<file path="src/rtl/leaf_stream_buffer.sv">
// Multi-channel elastic stream buffer: one independent FIFO per channel with
// fill level, almost-full, pop counter and per-channel synchronous flush.
module leaf_stream_buffer #(
   parameter int unsigned NUM_CH       = 2,
   parameter int unsigned PAYLOAD_BITS = 32,
   parameter int unsigned DEPTH_BITS   = 3,
   parameter int unsigned AFULL_LEVEL  = 6,
   parameter int unsigned CNT_BITS     = 16
) (
   input  logic                             clk_user,
   input  logic                             reset_n,
   input  logic [NUM_CH-1:0]                flush,
   input  logic [NUM_CH*PAYLOAD_BITS-1:0]   din,
   input  logic [NUM_CH-1:0]                vld_in,
   output logic [NUM_CH-1:0]                ack_out,
   output logic [NUM_CH*PAYLOAD_BITS-1:0]   dout,
   output logic [NUM_CH-1:0]                vld_out,
   input  logic [NUM_CH-1:0]                ack_in,
   output logic [NUM_CH*(DEPTH_BITS+1)-1:0] level,
   output logic [NUM_CH-1:0]                almost_full,
   output logic [NUM_CH*CNT_BITS-1:0]       xfer_cnt
);

   localparam int unsigned DEPTH = 2**DEPTH_BITS;
   localparam int unsigned LW    = DEPTH_BITS + 1;

   // Held low through reset and set on the first edge after release, so
   // ack_out only rises one edge after reset_n deasserts.
   logic r_run;

   always_ff @(posedge clk_user or negedge reset_n) begin
      if (!reset_n) r_run <= 1'b0;
      else          r_run <= 1'b1;
   end

   for (genvar g = 0; g < NUM_CH; g++) begin : g_ch
      logic [PAYLOAD_BITS-1:0] r_mem [DEPTH];
      logic [DEPTH_BITS-1:0]   r_wr_ptr;
      logic [DEPTH_BITS-1:0]   r_rd_ptr;
      logic [LW-1:0]           r_level;
      logic [CNT_BITS-1:0]     r_cnt;
      logic                    w_full;
      logic                    w_empty;
      logic                    w_ack;
      logic                    w_push;
      logic                    w_pop;

      always_comb begin
         w_full  = (r_level == LW'(DEPTH));
         w_empty = (r_level == '0);
         w_ack   = ~w_full & ~flush[g] & r_run;
         w_push  = vld_in[g] & w_ack;
         // A pop handshake during flush is discarded and not counted.
         w_pop   = ~w_empty & ack_in[g] & ~flush[g];
      end

      always_ff @(posedge clk_user or negedge reset_n) begin
         if (!reset_n) begin
            r_wr_ptr <= '0;
            r_rd_ptr <= '0;
            r_level  <= '0;
            r_cnt    <= '0;
         end else if (flush[g]) begin
            r_wr_ptr <= '0;
            r_rd_ptr <= '0;
            r_level  <= '0;
         end else begin
            if (w_push) r_wr_ptr <= r_wr_ptr + 1'b1;
            if (w_pop) begin
               r_rd_ptr <= r_rd_ptr + 1'b1;
               r_cnt    <= r_cnt + 1'b1;
            end
            r_level <= r_level + LW'(w_push) - LW'(w_pop);
         end
      end

      always_ff @(posedge clk_user) begin
         if (w_push) r_mem[r_wr_ptr] <= din[g*PAYLOAD_BITS +: PAYLOAD_BITS];
      end

      assign ack_out[g]                             = w_ack;
      assign vld_out[g]                             = ~w_empty;
      assign dout[g*PAYLOAD_BITS +: PAYLOAD_BITS]   = r_run ? r_mem[r_rd_ptr] : '0;
      assign level[g*LW +: LW]                      = r_level;
      assign almost_full[g]                         = (r_level >= LW'(AFULL_LEVEL));
      assign xfer_cnt[g*CNT_BITS +: CNT_BITS]       = r_cnt;
   end

endmodule

</file>
<file path="config.mk">
export PLATFORM = sky130hd
export DESIGN_NAME = leaf_stream_buffer
export DESIGN_NICKNAME = d
export VERILOG_FILES = /design/src/rtl/leaf_stream_buffer.sv
export SDC_FILE = /design/constraint.sdc
export NUM_CORES = 1
export LEC_CHECK = 0
export ABC_AREA = 1
export CAP_MARGIN = 30
export CORE_MARGIN = 2
export CORE_UTILIZATION = 35
export CTS_BUF_LIST = sky130_fd_sc_hd__clkbuf_16
export DETAILED_ROUTE_END_ITERATION = 16
export GPL_TIMING_DRIVEN = 0
export HOLD_SLACK_MARGIN = 0.03
export PLACE_DENSITY_LB_ADDON = 0.08
export SLEW_MARGIN = 30
export SYNTH_ARGS = -nofsm -noshare
export SYNTH_HDL_FRONTEND = slang
export SYNTH_SLANG_ARGS = --single-unit
</file>
<file path="constraint.sdc">
create_clock -name clk_user -period 4.05 [get_ports clk_user]
set_input_delay 0.6075 -clock clk_user [delete_from_list [all_inputs] [get_ports clk_user]]
set_output_delay 0.6075 -clock clk_user [all_outputs]
set_load 0.02 [all_outputs]
</file>
After elaboration in Yosys (flattened, before gate mapping):

Memories as Yosys holds them, arrays and structs flattened.
Cells that the tools add are included.

* bits in writable memories: 512
* memories kept: 2
* logic and storage cells: 65
* bits in registers: 53
* output and inout bits: 110
* input port bits: 72

Memory list
* g_ch[0].r_mem: words 8, width 32, rd ports 1, clocked after memory_dff 0, write ports 1, line 37 `logic [PAYLOAD_BITS-1:0] r_mem [DEPTH];`
* g_ch[1].r_mem: words 8, width 32, rd ports 1, clocked after memory_dff 0, write ports 1, line 37

* add/sub/neg operators: 10
* equality and inequality tests: 2
* bitwise logic cells: 16
* muxes and demuxes: 16
* $lt $le $gt $ge: 2
* reduce and logical (&&, ||, !) cells: 8

Operator list (number)
* $mux 32: 2
* $add 16x1->16 const B: 2
* $mux 3: 8
* $add 3x1->3 const B: 4
* $and 1x1->1: 10
* $add 4x1->4: 2
* $eq 4x4->1 const B: 2
* $ge 4x3->1 const B: 2
* $logic_not 4->1: 2
* $mux 4: 2
* $reduce_bool 2->1: 4
* $sub 4x1->4: 2
* $not 1->1: 6
* $mux 1: 4
* $reduce_and 2->1: 2

Depth between registers and ports, before layout:

Gate-level depths: netlist of the first run.

* depth in word-level cells: 8
* depth in mapped cells: 13
* gate-level depth less buffers: 12

Least setup slack after synthesis of the first run:

Ideal clock, no wire load.

* path type: reg2reg
* start: reg g_ch[1].r_level[2]
* end: mem g_ch[1].r_mem[7][0] (enable)
* cell stages (with the launch flop): 6
* library setup time: 0.461 ns
* path slack: 0.326 ns
* required time: 3.589 ns
* data arrival time: 3.263 ns
* clock period less this slack: 3.724 ns
* buffers on the path: 0
* path through: dfrtp_1 > inv_1 > ha_1 > nand3_1 > nand3_1 > nor3_1

* longest elaborated chain between the ends: 7

Ends and longest elaborated chain
* start, declared: line 40 `logic [LW-1:0] r_level;`
* start signal, assigned: line 73 `r_level <= r_level + LW'(w_push) - LW'(w_pop);`
* $eq 4x4->1: line 49 `w_full = (r_level == LW'(DEPTH));`
* $not 1->1: line 51 `w_ack = ~w_full & ~flush[g] & r_run;`
* $and 1x1->1 (2 in a row): line 51
* $and 1x1->1: line 52 `w_push = vld_in[g] & w_ack;`
* $mux 1: line 78 `if (w_push) r_mem[r_wr_ptr] <= din[g*PAYLOAD_BITS +: PAYLOAD_BITS];`
* $mux 1 (implied by the code): line 78
* end, declared: line 37

No other way between the ends.

Final worst setup path of the first run:

* start: reg g_ch[1].r_rd_ptr[0]
* end: out dout[61]

* longest elaborated chain between the ends: 2

Ends and longest elaborated chain
* start, declared: line 39 `logic [DEPTH_BITS-1:0] r_rd_ptr;`
* start signal, assigned: line 70 `r_rd_ptr <= r_rd_ptr + 1'b1;`
* $mem_v2 8x32
* $mux 32: line 83 `assign dout[g*PAYLOAD_BITS +: PAYLOAD_BITS] = r_run ? r_mem[r_rd_ptr] : '0;`
* end, declared: line 16 `output logic [NUM_CH*PAYLOAD_BITS-1:0] dout,`

No other way between the ends.

==> impl_metrics.tcl, run 1 <==
set metrics [dict create \
    vias_per_cell 4.738 \
    path_max_fanout 10 \
    period_share_pct 96.91 \
    overflow 0 \
    finalNetCount 2491 \
    rows 95 \
    cts_setup_buffers 0 \
    dpl.hpwl_um 44520 \
    place.port_buffers 181 \
    synthCells 2091 \
    clk_path_buf_depth 3 \
    grt_pass1_wl_um 98710 \
    grt_pass1_vias 15910 \
    cts_tree "built" \
    die_y_um 263.6 \
    numCtsBuffers 66 \
    pin_count 182 \
    dp_cells 3202 \
    ant_nets 0 \
    hold_path.class "in -> async" \
    seq_area_mm2 0.01670 \
    ys_ff_latch 565 \
    clk_latency_ns 0.59 \
    wl_per_cell_um 19.48 \
    synth_top_area_share_pct 65.16 \
    vias 15750 \
    synth_area_leaders "edfxtp_1 (65%), nor2_1 (11%), dfrtp_1 (5.6%), o21ai_0 (5.5%), nand2_1 (3.8%)" \
    clk_pin_slew_ns 0.06 \
    cp-start-kind "flip-flop" \
    path_cells "inv_2, buf_6, clkbuf_1, o21ai_0, nand3_1, nand2_1, nor2_1, clkdlybuf4s50_1" \
    max_stage_delay_ns 0.69 \
    ir_drop_v 0.0003343 \
    fin_skew_ns 0.02295 \
    syn2layout_area_growth_pct 24.70 \
    outcome "complete, no violations" \
    rsz0062_at_grt "no" \
    instances_no_fill 3324 \
    multiInputGateArea_mm2 0.006120 \
    setup_viol 0 \
    worst_pin_slew_ns 0.8350 \
    syn_area_mm2 0.02359 \
    total_power_mw 16.44 \
    hold_violations 0 \
    drive_gt1_share_pct 9.314 \
    fin_util_pct 43.97 \
    cts.sinks 565 \
    antenna_found_initial 8 \
    ys_warn_count 0 \
    first_iter_violations 1054 \
    cp_slowest_cell "clkdlybuf4s50_1" \
    synth_cell_types 29 \
    syn_area_per_cell_um2 11.28 \
    cp.required_ns 3.44 \
    crit_arrival_ns 3.32 \
    num-fill-cells 6281 \
    fin_crit_ns 3.925 \
    p_per_area_mw_per_mm2 558.7 \
    holdWs_ns 0.4073 \
    synth_nets 2185 \
    cts-htree-levels 3 \
    max_freq_ghz 0.2548 \
    routed_wl_um 64760 \
    finalMaxSlewViolations 0 \
    slew-limit-headroom_pct 44.03 \
    synth_largest_area_cell "edfxtp_1" \
    die_area_mm2 0.06950 \
    cts-root-buf "clkbuf_16" \
    gp_congestion 0.7672 \
    p_leak_nw 10.79 \
    firstDrtPassIters 5 \
    start_util_pct 35.26 \
    cp-end-kind "primary output" \
    drv_cap 0 \
    worstSetupPathType "reg -> out" \
    grt_usage_pct 18.86 \
    die_w_um 263.6 \
    fp.coreArea_mm2 0.06692 \
    drc 0 \
    grt_max_degree 45 \
    ys_seq_area_share_pct 70.79 \
]
[registers in the layout, summed over array words and instances (netlist names)]
| signal | cells |
|---|---|
| g_ch.r_rd_ptr | 6 |
| g_ch.r_level | 8 |
| g_ch.r_mem | 512 |
| g_ch.r_wr_ptr | 6 |
| g_ch.r_cnt | 32 |
| r_run | 1 |
[critical path, delay by kind of cell (launching register included)]
kind	cells	cell delay [ns]
AO/OA/AOI/OAI	1	0.20
buffers and inverters	4	1.53
flip-flops	1	0.45
AND/OR/NAND/NOR	3	0.53
[synthesized netlist by cell type, drive strengths merged]
library cell	n
nor3	8
inv	51
a21oi	4
xor2	14
buf	76
o21ai	267
o31ai	2
xnor2	7
fa	2
nor2	693
edfxtp	512
dfrtp	53
nand2	238
o22ai	2
nand4	5
conb	1
clkbuf	33
nand3b	11
ha	20
nand3	92
[what timing repair did]
item,in CTS,in global routing
gates resized for setup,1,0
endpoints found under the setup margin,1,1
hold buffers,1,0
endpoints found under the hold margin,9,0
[placed cells by master, fill, tap and decap left out, drive strengths merged]
master	netlist	layout
a21oi	4	4
buf	76	134
bufinv	0	5
clkbuf	33	101
clkdlybuf4s50	0	180
clkinv	0	23
clkinvlp	0	1
conb	1	1
dfrtp	53	53
diode	0	3
dlygate4sd3	0	1
edfxtp	512	512
fa	2	2
ha	20	20
inv	51	72
nand2	238	238
nand3	92	92
nand3b	11	11
nand4	5	5
nor2	693	693
nor3	8	8
o21ai	267	267
o22ai	2	2
o31ai	2	2
xnor2	7	7
xor2	14	14
[routing by layer]
layer	track usage (%)	vias up	routed length [um]
met5	0	-	65
met4	6.178	10	1668
met3	3.087	100	2457
met2	33.59	288	32880
met1	23.26	7586	27680
li1	-	7766	-
[area by class of cell]
cell class / instances / area share, %
diodes: 3 / 0.02552
plain buffers: 108 / 2.309
clock buffers: 69 / 5.869
clock inverters: 50 / 1.178
inverters: 51 / 0.6506
multi-input cells: 1366 / 20.80
flip-flops and latches: 565 / 56.76
well taps: 873 / 3.713
repair buffers: 239 / 8.692
[logic make-up after synthesis]
| group | count (synthesis) | share of synthesized area [%] |
|---|---|---|
| AOI/OAI and AO/OA | 275 | 5.865 |
| xor gates and xnor gates | 21 | 0.7796 |
| adders and majority gates | 22 | 1.230 |
| buffers and inverters | 160 | 3.702 |
| DFF | 565 | 70.79 |
| other | 1 | 0.01589 |
| and+or+nand+nor | 1047 | 17.62 |
[worst paths after layout]
kind,start,to,slack [ns],cells after the start
min in group clk_user,g_ch[1].r_cnt[15],g_ch[1].r_cnt[15],0.49,2
max,g_ch[1].r_rd_ptr[0],dout[61],0.13,8
max reg2reg,r_run,g_ch[1].r_mem[5][17],1.01,7
min reg2reg,g_ch[1].r_cnt[15],g_ch[1].r_cnt[15],0.49,2
max in group asynchronous,reset_n,g_ch[0].r_wr_ptr[0],3.18,3
min,reset_n,g_ch[0].r_cnt[6],0.41,2
[power by group]
group          internal, mW  switching (mW)
registers              6.52           0.123
clock network          3.39            2.33
logic                  1.48            2.60
[per-stage QoR]
step	setup slack (ns)	instance area (um^2)	setup TNS, ns
after global placement	-2.900	26500	-889.97
after global routing	0.005136	29420	0
final	0.1251	29420	0
after CTS	0.08241	29420	0
after detailed placement	0.6130	27330	0
after floorplan	0.3262	23590	0
No activity file was read; power rests on OpenSTA's default activity.
==> run 2: changes to the inputs <==
--- a/config.mk
+++ b/config.mk
@@ -7,7 +7,7 @@
 export LEC_CHECK = 0
 export ABC_AREA = 1
 export CAP_MARGIN = 30
-export CORE_MARGIN = 2
+export CORE_MARGIN = 1.5
 export CORE_UTILIZATION = 35
 export CTS_BUF_LIST = sky130_fd_sc_hd__clkbuf_16
 export DETAILED_ROUTE_END_ITERATION = 16
==> run 2 against run 1 <==
Global-route usage up 0.24 points. Routed wire length rose by 0.93%. Non-clock buffer count stayed put. Cell area barely moved. Register-to-register slack improved by 0.43 ns. First-iteration DRC count fell by 11%. Critical path type unchanged. Highest routed layer unchanged.
==> impl_metrics.tcl, run 2 (synthesis results as in run 1) <==
set metrics [dict create \
    grt_pass1_vias 15960 \
    pin_count 182 \
    dp_cells 3201 \
    die_y_um 262.6 \
    layout_common_cells "nor2_1 (682), edfxtp_1 (512), o21ai_0 (259)" \
    path_max_fanout 10 \
    postLayoutCellArea_mm2 0.02945 \
    clk_pin_slew_ns 0.06 \
    p_leak_nw 10.81 \
    hold_violations 0 \
    vias_per_cell 4.756 \
    start_util_pct 35.26 \
    finalNetCount 2492 \
    rsz0062_at_grt "no" \
    dpl.hpwl_um 44360 \
    syn2layout_area_growth_pct 24.81 \
    cts_tree "built" \
    die_area_mm2 0.06898 \
    final_common_cell "nor2_1" \
    wl_per_cell_um 19.64 \
    fin_skew_ns 0.02661 \
    clk_path_buf_depth 3 \
    max_flop_register "g_ch.r_mem" \
    hold_path.class "in -> async" \
    ant_nets 0 \
    drv_cap 0 \
    fp.coreArea_mm2 0.06692 \
    worst_slack_ns 0.1139 \
    cts-htree-levels 3 \
    worstSetupPathType "reg -> out" \
    place.port_buffers 181 \
    fin_util_pct 44.00 \
    crit_arrival_ns 3.33 \
    outcome "complete, no violations" \
    rows 95 \
    vias 15820 \
    drive_gt1_share_pct 9.506 \
    largest_register_ffs 512 \
    cp-end-kind "primary output" \
    holdWs_ns 0.4034 \
    top_regs "g_ch.r_mem: 512 flops, g_ch.r_cnt: 32 flops, g_ch.r_level: 8 flops" \
    routed_wl_um 65360 \
    clk_latency_ns 0.61 \
    gp_congestion 0.7530 \
    cp.required_ns 3.44 \
    antenna_found_initial 9 \
    post_dp_cell_area_mm2 0.02731 \
    cp-start-kind "flip-flop" \
    slew-limit-headroom_pct 46.64 \
    instances_no_fill 3327 \
    grt_max_degree 45 \
    worst_pin_slew_ns 0.8005 \
    die_w_um 262.6 \
    drc 0 \
    ir_drop_v 0.0003091 \
    firstDrtPassIters 5 \
    first_iter_violations 934 \
    grt_pass1_wl_um 99190 \
    period_share_pct 97.19 \
    cts-root-buf "clkbuf_16" \
    grt_usage_pct 19.10 \
    p_per_area_mw_per_mm2 561.9 \
    cts.sinks 565 \
    overflow 0 \
    max_freq_ghz 0.2541 \
    post-place-ws_ns 0.6209 \
    num-fill-cells 6247 \
    setup_viol 0 \
    fin_crit_ns 3.936 \
    numCtsBuffers 67 \
    finalMaxSlewViolations 0 \
]
## run 2: cell count changes in the layout (fill, tap and decap cells not counted), moves of 2 or more
cell and change:
inv_1 +2, buf_4 +5, buf_6 -5, clkinv_1 -4, clkinv_8 +2
## run 2: timing repair
item / in CTS / in global routing
gates cloned: 0 / 0
endpoints found under the hold margin: 9 / 0
setup endpoints to repair: 1 / 2
hold buffers: 1 / 0
gates resized for setup: 1 / 3
setup buffers: 0 / 0
## run 2: final timing paths
path                                    startpoint              endpoint  slack [ns]  cells after the start
worst min-delay path                       reset_n     g_ch[0].r_cnt[11]        0.40                      2
worst max-delay path                         r_run              dout[61]        0.11                      5
worst max register to register  g_ch[0].r_level[2]  g_ch[0].r_mem[7][15]        1.44                      8
worst min register to register   g_ch[1].r_cnt[15]     g_ch[1].r_cnt[15]        0.48                      2
min in group clk_user            g_ch[1].r_cnt[15]     g_ch[1].r_cnt[15]        0.48                      2
max in group asynchronous                  reset_n    g_ch[0].r_level[1]        3.18                      3
## run 2: power breakdown
part	switching, mW	total (mW)	internal (mW)
Sequential	0.126	6.64	6.52
Clock	2.39	5.80	3.41
Combinational	2.61	4.10	1.48
## run 2: layout make-up
cell class,count,area (um^2),area share (%)
well taps,873,1092,3.709
plain buffers,109,684.4,2.324
inverters,51,191.4,0.6501
clock buffers,69,1727,5.864
clock inverters,53,392.9,1.334
flip-flops and latches,565,16700,56.72
repair buffers,238,2531,8.596
multi-input cells,1366,6120,20.78
diodes,3,7.507,0.02549
## run 2: worst max-delay path: stages, from the launching register on
cell and delay, ns:
dfrtp_1 0.41, clkbuf_1 0.63, clkbuf_1 0.57, nand2_1 0.11, nor2_1 0.32, clkdlybuf4s50_1 0.68
## run 2: per-layer routing
metal	GRT usage (%)	share of wire, %	vias to the layer above
li1	-	-	7779
met1	23.69	42	7586
met2	33.53	51	334
met3	3.242	4.3	113
met4	6.694	2.4	12
met5	0	0.12	-
## run 2: metrics by stage
step	TNS, ns	power (mW)
6_report	0	16.55
5_1_grt	0	17.41
4_1_cts	0	16.78
3_5_place_dp	0	10.94
3_3_place_gp	-902.29	10.87
2_1_floorplan	0	9.183
==> run 3: changes to the inputs <==
--- a/config.mk
+++ b/config.mk
@@ -8,12 +8,14 @@
 export ABC_AREA = 1
 export CAP_MARGIN = 30
 export CORE_MARGIN = 1.5
-export CORE_UTILIZATION = 35
+export CORE_UTILIZATION = 45
 export CTS_BUF_LIST = sky130_fd_sc_hd__clkbuf_16
+export CTS_CLUSTER_SIZE = 16
 export DETAILED_ROUTE_END_ITERATION = 16
 export GPL_TIMING_DRIVEN = 0
 export HOLD_SLACK_MARGIN = 0.03
 export PLACE_DENSITY_LB_ADDON = 0.08
+export SETUP_SLACK_MARGIN = 0.3
 export SLEW_MARGIN = 30
 export SYNTH_ARGS = -nofsm -noshare
 export SYNTH_HDL_FRONTEND = slang
==> run 3 against run 2 <==
Non-clock buffer count down 2. Worst hold slack improved by 0.082 ns. Sequential power hardly changed. Routed wire length is 6.5% lower.
==> impl_metrics.tcl, run 3 (synthesis results as in run 1) <==
set metrics [dict create \
    place.port_buffers 181 \
    cp.required_ns 3.44 \
    path_max_fanout 10 \
    grt_pass1_wl_um 92240 \
    ir_drop_v 0.0003116 \
    pin_count 182 \
    wl_per_cell_um 19.63 \
    seq_area_mm2 0.01670 \
    top_regs "g_ch.r_mem: 512 flops, g_ch.r_cnt: 32 flops, g_ch.r_level: 8 flops" \
    cp-start-kind "flip-flop" \
    num-fill-cells 4337 \
    p_leak_nw 10.70 \
    layout_common_cells "nor2_1 (682), edfxtp_1 (512), o21ai_0 (259)" \
    cp-end-kind "primary output" \
    ant_nets 0 \
    die_w_um 232.0 \
    gp_congestion 0.7870 \
    start_util_pct 45.71 \
    slew-limit-headroom_pct 50.64 \
    vias 15880 \
    worstSetupPathType "reg -> out" \
    holdWs_ns 0.4852 \
    die_y_um 232.0 \
    overflow 0 \
    max_flop_register "g_ch.r_mem" \
    clk_pin_slew_ns 0.06 \
    dpl.hpwl_um 41720 \
    period_share_pct 90.09 \
    grt_usage_pct 22.76 \
    clk_path_buf_depth 3 \
    setup_viol 0 \
    hold_path.class "in -> async" \
    syn2layout_area_growth_pct 22.77 \
    die_area_mm2 0.05381 \
    first_iter_violations 1084 \
    final_common_cell "nor2_1" \
    finalNetCount 2482 \
    vias_per_cell 5.101 \
    p_per_area_mw_per_mm2 556.5 \
    cts_setup_buffers 0 \
    routed_wl_um 61140 \
    drc 0 \
    rsz0062_at_grt "no" \
    rows 83 \
    grt_max_degree 28 \
    post_dp_cell_area_mm2 0.02701 \
    cts.sinks 565 \
    postLayoutCellArea_mm2 0.02897 \
    outcome "complete, no violations" \
    worst_pin_slew_ns 0.7404 \
    finalMaxSlewViolations 0 \
    crit_arrival_ns 3.04 \
    fp.coreArea_mm2 0.05161 \
    cts_tree "built" \
    grt_pass1_vias 15420 \
    drive_gt1_share_pct 9.786 \
    fin_crit_ns 3.649 \
    hold_violations 0 \
    firstDrtPassIters 5 \
    clk_latency_ns 0.61 \
    max_freq_ghz 0.2741 \
    cts-htree-levels 2 \
    numCtsBuffers 59 \
    cts-root-buf "clkbuf_16" \
    largest_register_ffs 512 \
    fin_skew_ns 0.02532 \
    antenna_found_initial 6 \
    multiInputGateArea_mm2 0.006120 \
    drv_cap 0 \
]
[run 3: layout make-up]
type,instances,share of cell area (%)
antenna,2,0.01728
tap,680,2.937
buffer,109,2.423
inverter,51,0.6609
clock inverter,44,1.374
timing repair buffer,236,8.535
sequential,565,57.66
clock buffer,61,5.270
multi-input combinational,1366,21.13
[run 3: routing by layer]
| metal | vias to the layer above | global-route usage, % | share of wire [%] |
|---|---|---|---|
| met5 | - | 0 | 0.065 |
| met4 | 6 | 7.934 | 2.7 |
| met3 | 96 | 3.364 | 4.3 |
| met2 | 363 | 39.94 | 51 |
| met1 | 7691 | 28.66 | 42 |
| li1 | 7728 | - | - |
[run 3: final timing paths]
path / from / end / slack [ns] / depth (start not counted)
max: g_ch[0].r_rd_ptr[2] / dout[24] / 0.40 / 5
min: reset_n / g_ch[1].r_cnt[10] / 0.49 / 2
max reg2reg: g_ch[1].r_level[2] / g_ch[1].r_level[2] / 1.43 / 12
min reg2reg: g_ch[1].r_cnt[15] / g_ch[1].r_cnt[15] / 0.50 / 2
max in group asynchronous: reset_n / g_ch[0].r_rd_ptr[0] / 3.08 / 3
min in group clk_user: g_ch[1].r_cnt[15] / g_ch[1].r_cnt[15] / 0.50 / 2
[run 3: stage by stage]
stage / instances / power, mW / setup TNS, ns / worst slack (ns) / util [%]
3_3_place_gp: 2952 / 10.75 / -779.02 / -2.498 / 50.87
3_5_place_dp: 3006 / 10.84 / 0 / 0.6073 / 52.33
2_1_floorplan: 2091 / 9.183 / 0 / 0.3262 / -
5_1_grt: 3114 / 16.86 / 0 / 0.3257 / 56.12
4_1_cts: 3112 / 16.25 / 0 / 0.2854 / 56.09
6_report: 3114 / 16.12 / 0 / 0.4015 / 56.12
[run 3: where the power goes]
group	leakage (nW)	total, mW	internal [mW]	switching, mW
combinational	4.39	4.07	1.49	2.58
clock	0.992	5.41	3.20	2.21
sequential	5.33	6.64	6.52	0.122
[run 3: timing repair]
item | CTS | global route
hold endpoints to repair | 26 | 0
gates cloned | 0 | 0
resized for setup | 7 | 15
endpoints found under the setup margin | 33 | 13
hold buffers | 1 | 0
[run 3: critical path: stages, from the launching register on]
cell and delay [ns]:
dfrtp_1 0.40, buf_2 0.36, buf_1 0.56, nor2_1 0.11, nor2_1 0.32, clkdlybuf4s50_1 0.68
